`src/rtl/branch_commit_unit_pkg.sv`:
```
// Core constants and shared types for the branch commit unit.
package branch_commit_unit_pkg;

    localparam int unsigned ROB_DEPTH      = 8;
    localparam int unsigned ROB_DEPTH_BITS = $clog2(ROB_DEPTH);
    localparam int unsigned ADDR_WIDTH     = 32;

    typedef enum logic [1:0] {
        BCU_NONE   = 2'd0,
        BCU_BRANCH = 2'd1,
        BCU_JR     = 2'd2
    } bcu_kind_e;

    typedef enum logic [1:0] {
        StEmpty    = 2'd0,
        StAlloc    = 2'd1,
        StResolved = 2'd2
    } bcu_state_e;

    typedef struct packed {
        bcu_kind_e              kind;
        bcu_state_e             state;
        logic                   taken;
        logic [ADDR_WIDTH-1:0]  target;
    } bcu_entry_t;

endpackage

```
`src/rtl/branch_commit_unit.sv`:
```
// Per-ROB-slot branch/JR tracking; reports committed branch outcomes and JR targets.
// Define BCU_RESOLVE_BYPASS_EN to let a same-tag resolve+commit retire without a stall.
module branch_commit_unit
    import branch_commit_unit_pkg::*;
#(
    parameter int unsigned DEPTH = ROB_DEPTH,
    parameter int unsigned TAG_W = ROB_DEPTH_BITS,
    parameter int unsigned AW    = ADDR_WIDTH
) (
    input  logic             clk,
    input  logic             rst_n,
    input  logic             alloc_valid_i,
    input  logic [TAG_W-1:0] alloc_tag_i,
    input  logic [1:0]       alloc_kind_i,
    input  logic             res_valid_i,
    input  logic [TAG_W-1:0] res_tag_i,
    input  logic             res_taken_i,
    input  logic [AW-1:0]    res_target_i,
    input  logic             commit_valid_i,
    input  logic [TAG_W-1:0] commit_tag_i,
    input  logic             flush_i,
    output logic             commit_stall_o,
    output logic             valid_branch_o,
    output logic             branch_outcome_o,
    output logic             valid_jump_reg_o,
    output logic [AW-1:0]    jump_target_o,
    output logic             valid_commit_o,
    output logic [TAG_W:0]   pending_o,
    output logic             proto_err_o
);

    bcu_entry_t entries_q [DEPTH];
    bcu_entry_t entries_d [DEPTH];

    logic          valid_commit_q, valid_commit_d;
    logic          valid_branch_q, valid_branch_d;
    logic          branch_outcome_q, branch_outcome_d;
    logic          valid_jump_reg_q, valid_jump_reg_d;
    logic [AW-1:0] jump_target_q, jump_target_d;
    logic          proto_err_q, proto_err_d;

    bcu_entry_t    cmt_e;
    logic          bypass;
    logic          commit_ok;
    logic          err;
    logic          cm_taken;
    logic [AW-1:0] cm_target;
    logic [TAG_W:0] cnt;

    assign cmt_e = entries_q[commit_tag_i];

`ifdef BCU_RESOLVE_BYPASS_EN
    assign bypass = res_valid_i && (res_tag_i == commit_tag_i);
`else
    assign bypass = 1'b0;
`endif

    // Only an unresolved head can stall; a same-tag resolve may bypass it.
    assign commit_stall_o = commit_valid_i && (cmt_e.state == StAlloc) && !bypass;

    always_comb begin
        entries_d        = entries_q;
        err              = 1'b0;
        commit_ok        = 1'b0;
        cm_taken         = cmt_e.taken;
        cm_target        = cmt_e.target;
        valid_commit_d   = 1'b0;
        valid_branch_d   = 1'b0;
        valid_jump_reg_d = 1'b0;
        branch_outcome_d = branch_outcome_q;
        jump_target_d    = jump_target_q;
        proto_err_d      = proto_err_q;

        if (flush_i) begin
            for (int unsigned i = 0; i < DEPTH; i++) begin
                entries_d[i] = '0;
            end
            branch_outcome_d = 1'b0;
            jump_target_d    = '0;
        end else begin
            if (res_valid_i) begin
                if (entries_q[res_tag_i].state == StAlloc) begin
                    entries_d[res_tag_i].state  = StResolved;
                    entries_d[res_tag_i].taken  = res_taken_i;
                    entries_d[res_tag_i].target = res_target_i;
                end else begin
                    err = 1'b1;
                end
            end

            if (commit_valid_i) begin
                if (cmt_e.state == StEmpty) begin
                    err = 1'b1;
                end else if (!commit_stall_o) begin
                    commit_ok = 1'b1;
                    // An ALLOC head reaching here was bypassed by this cycle's resolve.
                    if (cmt_e.state == StAlloc) begin
                        cm_taken  = res_taken_i;
                        cm_target = res_target_i;
                    end
                    entries_d[commit_tag_i] = '0;
                end
            end

            // Evaluated after commit so a same-tag retire frees the slot first.
            if (alloc_valid_i) begin
                if (entries_d[alloc_tag_i].state == StEmpty) begin
                    entries_d[alloc_tag_i].kind   = bcu_kind_e'(alloc_kind_i);
                    entries_d[alloc_tag_i].state  =
                        (bcu_kind_e'(alloc_kind_i) == BCU_NONE) ? StResolved : StAlloc;
                    entries_d[alloc_tag_i].taken  = 1'b0;
                    entries_d[alloc_tag_i].target = '0;
                end else begin
                    err = 1'b1;
                end
            end

            valid_commit_d = commit_ok;
            if (commit_ok && (cmt_e.kind == BCU_BRANCH)) begin
                valid_branch_d   = 1'b1;
                branch_outcome_d = cm_taken;
            end
            if (commit_ok && (cmt_e.kind == BCU_JR)) begin
                valid_jump_reg_d = 1'b1;
                jump_target_d    = cm_target;
            end
            proto_err_d = proto_err_q | err;
        end
    end

    always_ff @(posedge clk) begin
        if (!rst_n) begin
            for (int unsigned i = 0; i < DEPTH; i++) begin
                entries_q[i] <= '0;
            end
            valid_commit_q   <= 1'b0;
            valid_branch_q   <= 1'b0;
            branch_outcome_q <= 1'b0;
            valid_jump_reg_q <= 1'b0;
            jump_target_q    <= '0;
            proto_err_q      <= 1'b0;
        end else begin
            entries_q        <= entries_d;
            valid_commit_q   <= valid_commit_d;
            valid_branch_q   <= valid_branch_d;
            branch_outcome_q <= branch_outcome_d;
            valid_jump_reg_q <= valid_jump_reg_d;
            jump_target_q    <= jump_target_d;
            proto_err_q      <= proto_err_d;
        end
    end

    always_comb begin
        cnt = '0;
        for (int unsigned i = 0; i < DEPTH; i++) begin
            if (entries_q[i].state != StEmpty) begin
                cnt = cnt + {{TAG_W{1'b0}}, 1'b1};
            end
        end
    end

    assign pending_o        = cnt;
    assign valid_commit_o   = valid_commit_q;
    assign valid_branch_o   = valid_branch_q;
    assign branch_outcome_o = branch_outcome_q;
    assign valid_jump_reg_o = valid_jump_reg_q;
    assign jump_target_o    = jump_target_q;
    assign proto_err_o      = proto_err_q;

endmodule

```
`config.mk`:
```
export PLATFORM = sky130hd
export DESIGN_NAME = branch_commit_unit
export DESIGN_NICKNAME = d
export VERILOG_FILES = /design/src/rtl/branch_commit_unit_pkg.sv /design/src/rtl/branch_commit_unit.sv
export SDC_FILE = /design/constraint.sdc
export NUM_CORES = 1
export LEC_CHECK = 0
export ABC_AREA = 1
export CAP_MARGIN = 40
export CORE_UTILIZATION = 60
export CTS_CLUSTER_SIZE = 24
export DETAILED_ROUTE_END_ITERATION = 8
export GPL_TIMING_DRIVEN = 1
export PLACE_DENSITY = 0.87
export SYNTH_ARGS = -nofsm -noshare
export SYNTH_HDL_FRONTEND = slang
export SYNTH_SLANG_ARGS = --single-unit
```
`constraint.sdc`:
```
create_clock -name clk -period 6.7 [get_ports clk]
set_clock_uncertainty 0.05 [all_clocks]
set_input_delay 2.01 -clock clk [delete_from_list [all_inputs] [get_ports clk]]
set_output_delay 2.01 -clock clk [all_outputs]
set_load 0.01 [all_outputs]
```
# Yosys cells after proc, flatten, opt, wreduce, memory -nomap -nowiden
# Index checks and enable logic that the tools add are counted.
dict set report op_classes {
  reduce_logical 18
  order_cmp 6
  n_addsub 7
  n_mul 0
  n_shift 0
  mux 71
  bitwise_logic 7
  n_eq_ne 4
  div_mod_pow 0
}
# cell count
set op_table {}
lappend op_table {{$mux 296} 9}
lappend op_table {{$bwmux 296} 7}
lappend op_table {{$demux 37 s3} 8}
lappend op_table {{$bmux 37 s3} 3}
lappend op_table {{$and 296x296->296} 1}
lappend op_table {{$not 296->296} 1}
lappend op_table {{$mux 35} 6}
lappend op_table {{$mux 32} 6}
lappend op_table {{$mux 37} 4}
lappend op_table {{$mux 33} 2}
lappend op_table {{$add 4x1->4 const B} 7}
lappend op_table {{$mux 4} 7}
lappend op_table {{$mux 1} 18}
lappend op_table {{$reduce_bool 2->1} 8}
lappend op_table {{$ge 4x4->1 const B} 3}
lappend op_table {{$lt 4x1->1 const B} 3}
lappend op_table {{$not 3->4} 3}
lappend op_table {{$eq 2x1->1 const B} 3}
lappend op_table {{$logic_and 1x1->1} 6}
lappend op_table {{$logic_not 2->1} 3}
lappend op_table {{$eq 2x2->1 const B} 1}
lappend op_table {{$mux 2} 1}
lappend op_table {{$reduce_or 2->1} 1}
lappend op_table {{$not 1->1} 1}
lappend op_table {{$or 1x1->1} 1}
dict set report word_totals {
  memories 0
  output_inout_bits 42
  rom_bits 0
  latch_bits 0
  ff_bits 333
  input_bits 50
  ramBits 0
  wordCells 151
}

# Longest topological paths before layout
dict set report logic_depth {
  depth_word 24
  ltp_mapped 23
  ltp_nobuf 23
}

# Worst setup path after synthesis
# OpenSTA, ideal clock, no wires.
dict set report synth_timing {
  kind {register -> output}
  startpoint {reg entries_q[292] in the netlist's numbering}
  endpoint {out pending_o[1]}
  path_slack_ps 1229
  n_path_buf 0
  path_stages_with_launch 21
  t_required_ps 4640
  arrival_time_ps 3411
  cell_sequence {dfxtp_1 -> inv_1 -> nand2_1 -> ha_1 -> xor2_1 -> inv_1 -> ha_1 -> or2_2 -> o21ai_0 -> nand2_1 -> nand3_1 -> nand2_1 -> o21ai_0 -> inv_1 -> ha_1 -> or2_2 -> nand2_1 -> inv_1 -> ha_1 -> nand2_1 -> o21ai_0}
}
dict set report synth_between {
  elab_chain_len 16
}
# element line_no
set synth_lines {}
lappend synth_lines {{start, declared} branch_commit_unit.sv:32} ;# bcu_entry_t entries_q [DEPTH];
lappend synth_lines {{start signal, assigned} branch_commit_unit.sv:143} ;# entries_q <= entries_d;
lappend synth_lines {{$reduce_bool 2->1 *} branch_commit_unit.sv:156} ;# if (entries_q[i].state != StEmpty) begin
lappend synth_lines {{$mux 1 *} branch_commit_unit.sv:156}
lappend synth_lines {{$add 4x1->4} branch_commit_unit.sv:157} ;# cnt = cnt + {{TAG_W{1'b0}}, 1'b1};
lappend synth_lines {{$mux 4 *} branch_commit_unit.sv:156}
lappend synth_lines {{$add 4x1->4} branch_commit_unit.sv:157}
lappend synth_lines {{$mux 4 *} branch_commit_unit.sv:156}
lappend synth_lines {{$add 4x1->4} branch_commit_unit.sv:157}
lappend synth_lines {{$mux 4 *} branch_commit_unit.sv:156}
lappend synth_lines {{$add 4x1->4} branch_commit_unit.sv:157}
lappend synth_lines {{$mux 4 *} branch_commit_unit.sv:156}
lappend synth_lines {{$add 4x1->4} branch_commit_unit.sv:157}
lappend synth_lines {{$mux 4 *} branch_commit_unit.sv:156}
lappend synth_lines {{$add 4x1->4} branch_commit_unit.sv:157}
lappend synth_lines {{$mux 4 *} branch_commit_unit.sv:156}
lappend synth_lines {{$add 4x1->4} branch_commit_unit.sv:157}
lappend synth_lines {{$mux 4 *} branch_commit_unit.sv:156}
lappend synth_lines {{end, declared} branch_commit_unit.sv:28} ;# output logic [TAG_W:0] pending_o,
# Every way passes the cells marked *; elsewhere a longest branch is shown, timed or not.

# Worst setup path after layout
dict set report layout_timing {
  startpoint {reg entries_q[256] in the netlist's numbering}
  endpoint {out pending_o[3]}
}
dict set report layout_between {
  elab_chain_len 14
}
# element line_no
set layout_lines {}
lappend layout_lines {{$reduce_bool 2->1 *} branch_commit_unit.sv:156}
lappend layout_lines {{$mux 4 *} branch_commit_unit.sv:156}
lappend layout_lines {{$add 4x1->4} branch_commit_unit.sv:157}
lappend layout_lines {{$mux 4 *} branch_commit_unit.sv:156}
lappend layout_lines {{$add 4x1->4} branch_commit_unit.sv:157}
lappend layout_lines {{$mux 4 *} branch_commit_unit.sv:156}
lappend layout_lines {{$add 4x1->4} branch_commit_unit.sv:157}
lappend layout_lines {{$mux 4 *} branch_commit_unit.sv:156}
lappend layout_lines {{$add 4x1->4} branch_commit_unit.sv:157}
lappend layout_lines {{$mux 4 *} branch_commit_unit.sv:156}
lappend layout_lines {{$add 4x1->4} branch_commit_unit.sv:157}
lappend layout_lines {{$mux 4 *} branch_commit_unit.sv:156}
lappend layout_lines {{$add 4x1->4} branch_commit_unit.sv:157}
lappend layout_lines {{$mux 4 *} branch_commit_unit.sv:156}
# Marks and branches as above.

==> impl_metrics.yaml <==
timing:
  slew_headroom_pct: 21.6
  slew_viol_final: 0
  fin_crit_ns: 6.45
  hold_violations: 0
  whs_ns: 0.411
  max_freq_mhz: 155
  setup-tns-final_ns: 0
  setup_viol: 0
  worst_pin_slew_ns: 1.18
  period_share_pct: 96.3
cts:
  postCtsHoldBufs: 0
  cts_sinks: 333
  insertion_delay_ns: 0.53
  cts_root_buffer: "clkbuf_16"
  cts_max_path_buffers: 3
  clk_pin_slew_ns: 0.06
  cts_buffers: 36
  cts_tree: "done"
  h-tree-depth: 2
route:
  vias_per_cell: 6.41
  first_iter_violations: 2524
  wl_per_cell_um: 20.8
  via_count: 17400
  first_pass_iters: 8
  drc: 5
  routed_wl_um: 56500
  antenna_left: 0
yosys:
  synthCells: 2335
  synth_edf_count: 0
  yosysWarnings: 0
  yosys-top-cells-count: "559 x nand2_1, 350 x inv_1, 333 x dfxtp_1"
  syn_nets: 2391
  yosysTopAreaCell: "dfxtp_1"
  synthTopCellsByArea: "dfxtp_1 41%, nand2_1 13%, inv_1 8.1%"
  synthArstFlopShare_pct: 0
  synth_top_area_share_pct: 41.1
  synth-seq-area-share_pct: 41.1
  syn_area_um2: 16200
  synth.most_common_cell: "nand2_1"
  ys_seq_elements: 333
  syn_area_per_cell_um2: 6.95
  yosysUniqueCellTypes: 42
  synth_ff_type: "dfxtp_1"
power:
  power_density_nw_per_um2: 230
  ir_drop_uv: 229
  p_total_w: 0.00427
  leakage_nw: 8.64
final_layout:
  syn_to_final_growth_pct: 14.6
  num-fill-cells: 2091
  n_antenna_cell: 0
  regArea_um2: 6670
  layout-drive-gt1-share_pct: 6.34
  fin_nets: 2411
  multiInputGateArea_um2: 7580
worst_setup_path:
  required_ns: 4.64
  critical_path.cell_chain: "inv_1 -> nand2_1 -> ha_4 -> xor2_2 -> inv_1 -> ha_1 -> or2_2 -> o21ai_0 -> nand2_1 -> nand3_1 -> nand2_1 -> o21ai_2 -> inv_1 -> ha_1 -> or2_2 -> nand2_1 -> nor2_1 -> nand2_1 -> nand3_1 -> nand2_1 -> clkdlybuf4s50_1"
  cpPeakStageDelay_ns: 0.52
  critPathCaptureType: "output port"
  worst-path-max-fanout: 4
  cpMostUsedCell: "nand2_1"
  crit_buf_inv: 4
  crit_arrival_ns: 4.39
  cp-start-kind: "register"
  crit_type: "reg2out"
  cpLargestDelayFamily: "simple AND/OR/NAND/NOR gates"
  cp_slowest_cell: "clkdlybuf4s50_1"
grt:
  grt_max_degree: 239
  grt.overflow.total: 0
  first_global_vias: 16600
  grt_usage_pct: 40.1
  antenna_found_initial: 0
  grt_pass1_wl_um: 88400
place:
  dp_hpwl_um: 32400
  io_buffers: 91
  place.gp.congestion: 0.962
outcome:
  status: "finished, violations left"
  violations: "design-rule violations"
floorplan:
  start_util_pct: 61.8
  dieWidth_um: 166
  die_h_um: 166
  rows: 59
  pin_count: 92
  core_area_um2: 26300
  dieArea_um2: 27700
job:
  maxCapViolCount: 0
hold_path:
  hp-class: "reg2reg"
## stage by stage
stage                     instance area, um2  util [%]  worst slack, ns  std cells
final                                  18600      70.8            0.245       2715
after global routing                   18600      70.8          -0.0348       2715
after CTS                              18600      70.6           0.0294       2713
after detailed placement               17400      66.1            0.398       2650
after global placement                 17300      66.0            0.499       2649
after floorplan                        16200         -             1.23       2335
## where the power goes
part	internal (W)	leakage [nW]	switching [W]	total (W)
Combinational	0.0000652	5.39	0.000197	0.000263
Clock	0.00121	0.574	0.000816	0.00202
Sequential	0.00198	2.68	0.00000264	0.00199
Total	0.00326	8.64	0.00102	0.00427
## kinds of logic (layout without fill, tap and decap cells)
group                      after synthesis  after routing  synth area share, %
and+or+nand+nor                        975            975                 27.0
DFF                                    333            333                 41.1
buffers and inverters                  526            571                 12.7
xor gates and xnor gates                 7              7                0.378
AOI/OAI and AO/OA                      488            488                 18.4
adders and majority gates                6              6                0.462
## worst min-delay path: cells and delay by family (launching register included)
kind / cells / cell delay [ns]
AOI/OAI and AO/OA: 1 / 0.05
DFF: 1 / 0.30
and+or+nand+nor: 1 / 0.06
## layout by cell type (no fill, tap or decap), drive strengths merged, types with 27 or more instances in the layout
cell,count
clkbuf,53
clkdlybuf4s50,89
a22oi,27
o211ai,46
nor2,110
a21oi,41
buf,54
nand2,565
nand3,101
dfxtp,333
a221oi,44
nand4,176
inv,356
o21ai,262
## layout make-up
| type | count | area share (%) |
|---|---|---|
| multi-input cells | 1476 | 40.8 |
| flip-flops and latches | 333 | 35.8 |
| repair buffers | 145 | 7.41 |
| inverters | 363 | 7.33 |
| clock buffers | 53 | 5.46 |
| well taps | 335 | 2.25 |
| clock inverters | 10 | 0.922 |
## routing by layer
| layer | share of wire (%) | vias to the layer above | GRT usage, % |
|---|---|---|---|
| li1 | - | 7824 | - |
| met1 | 36 | 7964 | 51.0 |
| met2 | 44 | 1310 | 63.6 |
| met3 | 14 | 304 | 7.53 |
| met4 | 6.0 | 0 | 23.6 |
| met5 | 0 | - | 1.04 |
## worst paths after layout
kind                          from               end  slack (ns)  depth (start not counted)
hold / removal    jump_target_o[1]  jump_target_o[1]        0.41                          2
setup reg to reg    entries_q[144]     entries_q[19]        3.15                         17
hold reg to reg   jump_target_o[1]  jump_target_o[1]        0.41                          2
setup / recovery    entries_q[256]      pending_o[3]        0.25                         21
## state kept, by name, summed over array words and instances (netlist names)
signal            flops
branch_outcome_o      1
entries_q           296
jump_target_o        32
proto_err_o           1
valid_branch_o        1
valid_commit_o        1
valid_jump_reg_o      1
## repair_timing
item                                    CTS  global route
buffers inserted                          0             2
gates resized for setup                   2             5
endpoints found under the setup margin    2             3
endpoints found under the hold margin     0             0
pin swaps                                 0             2
(Power assumes the default switching activity.)
